<file path="src/rtl/bar_digit_encoder_pkg.sv">
// Shared constants and types for the status-bar digit encoder.
// The SPEED_W default is derived from the velocity input width and the display shift.
package bar_digit_encoder_pkg;

  localparam int LAP_MAX               = 3;
  localparam int SINGLE_DIGIT_WIDTH    = 4;
  localparam logic [SINGLE_DIGIT_WIDTH-1:0] BLANK_CODE = 4'hF;

  localparam int VELOCITY_INPUT_WIDTH  = 10;
  localparam int VELOCITY_SHIFT        = 3;
  localparam int VELOCITY_OUTPUT_WIDTH = VELOCITY_INPUT_WIDTH - VELOCITY_SHIFT;
  localparam int SPEED_W_DEFAULT       = VELOCITY_OUTPUT_WIDTH;

  // Three BCD digits cover every display speed up to 999.
  localparam int BCD_W = 3 * SINGLE_DIGIT_WIDTH;

  typedef enum logic [1:0] {
    ENC_IDLE,
    ENC_SHIFT,
    ENC_DONE
  } enc_state_t;

endpackage

</file>
<file path="src/rtl/bar_digit_encoder_speed_bcd_converter.sv">
// Iterative double-dabble: converts SPEED_W binary bits into 12-bit BCD, one bit per clock.
// done is high during the cycle whose closing edge shifts in the final bit.
module speed_bcd_converter
  import bar_digit_encoder_pkg::*;
#(
  parameter int SPEED_W = SPEED_W_DEFAULT
) (
  input  logic               clk,
  input  logic               rst,
  input  logic               start,
  input  logic [SPEED_W-1:0] speed,
  output logic               busy,
  output logic               done,
  output logic [BCD_W-1:0]   bcd
);

  localparam int CNT_W = $clog2(SPEED_W + 1);

  logic [SPEED_W-1:0] shift_reg;
  logic [BCD_W-1:0]   bcd_reg;
  logic [CNT_W-1:0]   count_reg;
  logic [BCD_W-1:0]   adjusted;

  // Add-3 correction on every nibble that would overflow past 9 when doubled.
  for (genvar gi = 0; gi < BCD_W / 4; gi++) begin : g_adjust
    assign adjusted[gi*4 +: 4] = (bcd_reg[gi*4 +: 4] >= 4'd5) ?
                                 bcd_reg[gi*4 +: 4] + 4'd3 : bcd_reg[gi*4 +: 4];
  end

  always_ff @(posedge clk or posedge rst) begin
    if (rst) begin
      shift_reg <= '0;
      bcd_reg   <= '0;
      count_reg <= '0;
    end else if (start) begin
      shift_reg <= speed;
      bcd_reg   <= '0;
      count_reg <= CNT_W'(SPEED_W);
    end else if (count_reg != '0) begin
      bcd_reg   <= {adjusted[BCD_W-2:0], shift_reg[SPEED_W-1]};
      shift_reg <= {shift_reg[SPEED_W-2:0], 1'b0};
      count_reg <= count_reg - CNT_W'(1);
    end
  end

  assign busy = (count_reg != '0);
  assign done = (count_reg == CNT_W'(1));
  assign bcd  = bcd_reg;

endmodule

</file>
<file path="src/rtl/bar_digit_encoder.sv">
// Per-car status-bar digit producer: snapshots velocity/level/laps each frame,
// converts speed to blanked BCD digits, and owns the saturating lap counter.
module bar_digit_encoder #(
  parameter int                VEL_WIDTH  = bar_digit_encoder_pkg::VELOCITY_INPUT_WIDTH,
  parameter int                VEL_SHIFT  = bar_digit_encoder_pkg::VELOCITY_SHIFT,
  parameter int                SPEED_W    = VEL_WIDTH - VEL_SHIFT,
  parameter int                LAP_MAX    = bar_digit_encoder_pkg::LAP_MAX,
  parameter int                LEVEL_W    = 2,
  parameter int                DIGIT_W    = bar_digit_encoder_pkg::SINGLE_DIGIT_WIDTH,
  parameter logic [DIGIT_W-1:0] BLANK_CODE = bar_digit_encoder_pkg::BLANK_CODE
) (
  input  logic                 i_clk,
  input  logic                 i_rst,
  input  logic                 i_frame_start,
  input  logic [VEL_WIDTH-1:0] i_velocity,
  input  logic [LEVEL_W-1:0]   i_level,
  input  logic                 i_lap_inc,
  input  logic                 i_clear,
  output logic                 o_busy,
  output logic                 o_valid,
  output logic [DIGIT_W-1:0]   o_vel_hundred,
  output logic [DIGIT_W-1:0]   o_vel_ten,
  output logic [DIGIT_W-1:0]   o_vel_one,
  output logic [DIGIT_W-1:0]   o_lap_digit,
  output logic [DIGIT_W-1:0]   o_level_digit,
  output logic                 o_finished
);

  import bar_digit_encoder_pkg::*;

  enc_state_t state_reg, state_next;
  logic start;
  logic conv_busy, conv_done;
  logic [BCD_W-1:0] bcd;

  logic [VEL_WIDTH-1:0] magnitude;
  logic [SPEED_W-1:0]   speed;
  logic [DIGIT_W-1:0]   level_code;

  logic [DIGIT_W-1:0] lap_count_reg;
  logic [DIGIT_W-1:0] lap_snap_reg;
  logic [DIGIT_W-1:0] level_snap_reg;

  logic               valid_reg;
  logic [DIGIT_W-1:0] hundred_reg, ten_reg, one_reg, lap_digit_reg, level_digit_reg;
  logic               hundred_blank, ten_blank;

  // Unsigned magnitude keeps the most negative input (-8.0) as 512.
  assign magnitude  = i_velocity[VEL_WIDTH-1] ? -i_velocity : i_velocity;
  assign speed      = SPEED_W'(magnitude >> VEL_SHIFT);
  assign level_code = (i_level == LEVEL_W'(3)) ? DIGIT_W'(3) : DIGIT_W'(i_level) + DIGIT_W'(1);

  always_ff @(posedge i_clk or posedge i_rst) begin
    if (i_rst) begin
      state_reg <= ENC_IDLE;
    end else begin
      state_reg <= state_next;
    end
  end

  always_comb begin
    state_next = state_reg;
    start      = 1'b0;
    case (state_reg)
      ENC_IDLE: begin
        if (i_frame_start) begin
          start      = 1'b1;
          state_next = ENC_SHIFT;
        end
      end
      ENC_SHIFT: begin
        if (conv_done || !conv_busy) begin
          state_next = ENC_DONE;
        end
      end
      ENC_DONE: state_next = ENC_IDLE;
      default:  state_next = ENC_IDLE;
    endcase
  end

  speed_bcd_converter #(
    .SPEED_W(SPEED_W)
  ) u_conv (
    .clk  (i_clk),
    .rst  (i_rst),
    .start(start),
    .speed(speed),
    .busy (conv_busy),
    .done (conv_done),
    .bcd  (bcd)
  );

  // Clear wins over increment; the counter saturates at LAP_MAX.
  always_ff @(posedge i_clk or posedge i_rst) begin
    if (i_rst) begin
      lap_count_reg <= '0;
    end else if (i_clear) begin
      lap_count_reg <= '0;
    end else if (i_lap_inc && (lap_count_reg != DIGIT_W'(LAP_MAX))) begin
      lap_count_reg <= lap_count_reg + DIGIT_W'(1);
    end
  end

  always_ff @(posedge i_clk or posedge i_rst) begin
    if (i_rst) begin
      lap_snap_reg   <= '0;
      level_snap_reg <= DIGIT_W'(1);
    end else if (start) begin
      lap_snap_reg   <= lap_count_reg;
      level_snap_reg <= level_code;
    end
  end

  assign hundred_blank = (bcd[11:8] == 4'd0);
  assign ten_blank     = hundred_blank && (bcd[7:4] == 4'd0);

  always_ff @(posedge i_clk or posedge i_rst) begin
    if (i_rst) begin
      valid_reg       <= 1'b0;
      hundred_reg     <= BLANK_CODE;
      ten_reg         <= BLANK_CODE;
      one_reg         <= '0;
      lap_digit_reg   <= '0;
      level_digit_reg <= DIGIT_W'(1);
    end else begin
      valid_reg <= 1'b0;
      if (state_reg == ENC_DONE) begin
        valid_reg       <= 1'b1;
        hundred_reg     <= hundred_blank ? BLANK_CODE : DIGIT_W'(bcd[11:8]);
        ten_reg         <= ten_blank ? BLANK_CODE : DIGIT_W'(bcd[7:4]);
        one_reg         <= DIGIT_W'(bcd[3:0]);
        lap_digit_reg   <= lap_snap_reg;
        level_digit_reg <= level_snap_reg;
      end
    end
  end

  assign o_busy        = (state_reg != ENC_IDLE);
  assign o_valid       = valid_reg;
  assign o_vel_hundred = hundred_reg;
  assign o_vel_ten     = ten_reg;
  assign o_vel_one     = one_reg;
  assign o_lap_digit   = lap_digit_reg;
  assign o_level_digit = level_digit_reg;
  assign o_finished    = (lap_count_reg == DIGIT_W'(LAP_MAX));

endmodule

</file>
<file path="config.mk">
export PLATFORM = sky130hd
export DESIGN_NAME = bar_digit_encoder
export DESIGN_NICKNAME = d
export VERILOG_FILES = /design/src/rtl/bar_digit_encoder_pkg.sv /design/src/rtl/bar_digit_encoder_speed_bcd_converter.sv /design/src/rtl/bar_digit_encoder.sv
export SDC_FILE = /design/constraint.sdc
export NUM_CORES = 1
export LEC_CHECK = 0
export ABC_AREA = 1
export BUFFER_PORTS_ARGS = -buffer_cell sky130_fd_sc_hd__buf_4
export CORE_MARGIN = 8
export CORE_UTILIZATION = 35
export CTS_CLUSTER_SIZE = 14
export DETAILED_ROUTE_END_ITERATION = 8
export HOLD_SLACK_MARGIN = 0.15
export SLEW_MARGIN = 20
export SYNTH_ARGS = -nofsm -noshare
export SYNTH_HDL_FRONTEND = slang
export SYNTH_HIERARCHICAL = 1
export SYNTH_SLANG_ARGS = --single-unit
</file>
<file path="constraint.sdc">
create_clock -name i_clk -period 2 [get_ports i_clk]
set_clock_uncertainty 0.2 [all_clocks]
set_input_delay 0.4 -clock i_clk [delete_from_list [all_inputs] [get_ports i_clk]]
set_output_delay 0.4 -clock i_clk [all_outputs]
set_load 0.005 [all_outputs]
</file>
==> flow_metrics.tcl <==
set metrics [dict create \
    synth.avg_cell_area_sq_um 8.07 \
    die_w_microns 107 \
    required_ns 1.40 \
    path_max_fanout 5 \
    final_cell_count_no_fill 508 \
    worst_r2r_endpoint "level_snap_reg[1]" \
    netlist_top_cells_area "dfrtp_1 37%, nand2_1 15%, dfstp_2 9.1%, inv_1 6.0%, ha_1 4.3%" \
    finalSetupViolCount 0 \
    vias_per_cell 4.59 \
    whs_path_depth 4 \
    p_clk_share_pct 13.8 \
    cp_data_arrival_time_ns 1.29 \
    largest_reg_flops 12 \
    grt_pass1_wl_microns 10000 \
    worstHoldPathType "in2reg" \
    fp.dieH_microns 107 \
    io_pins 40 \
    diodes 0 \
    tns_ns 0 \
    yosysWarnings 6 \
    clk_latency_ns 0.30 \
    postLayoutCoreUtil_pct 41.9 \
    p_sw_mw 1.77 \
    clockBufferDepth 2 \
    p_seq_share_pct 42.0 \
    syn-cell-area_sq_mm 0.00288 \
    antenna_left 0 \
    routedWlPerCell_microns 10.9 \
    synth_top_area_share_pct 37.3 \
    numCtsBuffers 5 \
    layout-drive-gt1-share_pct 21.8 \
    die_area_sq_mm 0.0114 \
    post-route-min-period_ns 1.89 \
    numPortBuffers 37 \
    path_clk_slew_ns 0.10 \
    rsz0062_at_grt "no" \
    hold_end "lap_count_reg[2]" \
    root_buffer "clkbuf_8" \
    power_density_mw_per_mm2 1290 \
    antenna_found_initial 0 \
    yosysUniqueCellTypes 35 \
    drc_errors 0 \
    drt_first_pass_iters 5 \
    drt-total-wl_microns 5530 \
    cts_htree_levels 2 \
    start_kind "flip-flop" \
    synth-seq-area-share_pct 46.4 \
    syn_inst 357 \
    drt-initial-drc-count 50 \
    dp_hpwl_microns 4150 \
    fin_nets 429 \
    cap_viol_max_count 0 \
    crit_type "reg2out" \
    track_usage_pct 10.3 \
    dp.cells 494 \
    crit_path_end_kind "output pin" \
    grt.overflow.total 0 \
    row_count 33 \
    fin_hold_ws_ns 0.187 \
    core_area_sq_mm 0.00809 \
    num_vias 2331 \
    gp_congestion 0.773 \
    synth-seq-cells 53 \
    grt_pass1_vias 2304 \
    sw_frac_of_total_pct 40.4 \
    ir_drop_uv 358 \
    reg2reg_depth 6 \
    worst-r2r-setup-slack_ns 0.19 \
    synth_area_leader_cell "dfrtp_1" \
    cts_tree "done" \
    grt_max_degree 26 \
    areaGrowthSynthToFinish_pct 17.5 \
    hold_viol 0 \
    internal-power_mw 2.61 \
    r2r_start "state_reg[0]" \
    status "completed" \
    fin_crit_sh_pct 94.6 \
    power_leakage_nw 1.76 \
    fmax_mhz 529 \
    final_max_slew_viol_count 0 \
    start_util_pct 35.6 \
    combPwrFrac_pct 44.2 \
    hp-start "i_clear" \
    clock-sinks 53 \
]
## cell usage after synthesis
| cell | n |
|---|---|
| a31oi_1 | 3 |
| o21bai_1 | 2 |
| a21oi_1 | 6 |
| nor2_1 | 29 |
| conb_1 | 1 |
| dfrtp_1 | 43 |
| buf_6 | 4 |
| o21a_1 | 1 |
| nand2_1 | 116 |
| dfstp_2 | 10 |
| inv_6 | 1 |
| clkbuf_2 | 1 |
| o21ai_2 | 5 |
| inv_4 | 1 |
| a22oi_2 | 1 |
| nand2_2 | 1 |
| a21o_1 | 1 |
| inv_1 | 46 |
| buf_12 | 1 |
| inv_2 | 4 |
| nor2_4 | 2 |
| buf_4 | 3 |
| nand4_1 | 9 |
| o21ai_0 | 17 |
| a21boi_0 | 1 |
| nand3_2 | 8 |
| nand2_4 | 2 |
| o21ai_1 | 1 |
| nor2_2 | 1 |
| xor2_1 | 1 |
| ha_1 | 10 |
| nand3_1 | 20 |
| nor3_1 | 1 |
| o211ai_1 | 3 |
| o211ai_2 | 1 |
## cell usage in the layout (no fill, tap or decap), types with 2 or more instances in the layout
cell,count
a21oi_1,6
a31oi_1,3
buf_4,42
clkbuf_8,5
clkinvlp_4,3
conb_1,2
dfrtp_1,43
dfstp_2,10
dlygate4sd3_1,3
ha_1,10
inv_1,46
inv_2,3
nand2_1,116
nand2_4,2
nand3_1,20
nand3_2,8
nand4_1,9
nor2_1,29
nor2_4,2
o211ai_1,3
o21ai_0,17
o21ai_2,5
o21bai_1,2
## metal layers
metal | GRT usage [%] | vias up | wire [microns]
met1 | 13.0 | 1070 | 2630
met3 | 2.46 | 4 | 270
li1 | - | 1214 | -
met2 | 16.9 | 43 | 2580
met5 | 0 | - | 0
met4 | 3.02 | 0 | 48
## worst max path at each step
stage / start / end
after CTS: state_reg[0] / level_snap_reg[1]
after floorplan: state_reg[0] / u_conv/shift_reg[3]
after global placement: i_velocity[2] / u_conv/shift_reg[5]
after detailed placement: i_velocity[2] / u_conv/shift_reg[5]
after global routing: lap_count_reg[1] / o_finished
final: lap_count_reg[1] / o_finished
## layout make-up
type                    count  area, sq um
clock inverters             3         22.5
flip-flops and latches     53         1340
clock buffers               5         68.8
well taps                 105          131
multi-input cells         244         1250
inverters                  52          208
fillers                   830         4710
repair buffers             46          365
## power by group through the flow
stage          registers [mW]  clock network [mW]  logic, mW
3_3_place_gp             1.85                   0       1.88
3_5_place_dp             1.87                   0       1.90
6_report                 1.84               0.605       1.93
4_1_cts                  1.84               0.626       1.92
2_1_floorplan            1.81                   0       1.44
5_1_grt                  1.90               0.672       2.23
## worst max-delay path, stage by stage (launching register included)
cell and delay, ns:
dfrtp_1 0.44, ha_1 0.25, nand2_1 0.12, inv_1 0.05
buf_4 0.13
## what timing repair did
item,CTS,global route
hold buffers,3,0
endpoints found under the setup margin,0,1
resized for setup,0,4
endpoints found under the hold margin,51,0
buffers inserted,0,3
## stage by stage
step                setup slack, ns  total power [mW]  area, sq um
detailed placement            0.296              3.77         3240
CTS                          0.0242              4.39         3360
global placement              0.341              3.73         3240
floorplan                     0.371              3.25         2890
finish                        0.108              4.38         3390
global route                0.00967              4.81         3390
## logic make-up (layout without fill, tap and decap cells)
family | count (synthesis) | in the layout | share of synthesized area [%]
AND/OR/NAND/NOR | 189 | 189 | 29.3
flip-flops | 53 | 53 | 46.4
buffers and inverters | 61 | 106 | 10.2
adder cells (fa/ha/maj) | 10 | 10 | 4.34
other | 1 | 2 | 0.130
XOR/XNOR | 1 | 1 | 0.304
AO/OA/AOI/OAI | 42 | 42 | 9.29
(Power assumes the default switching activity.)
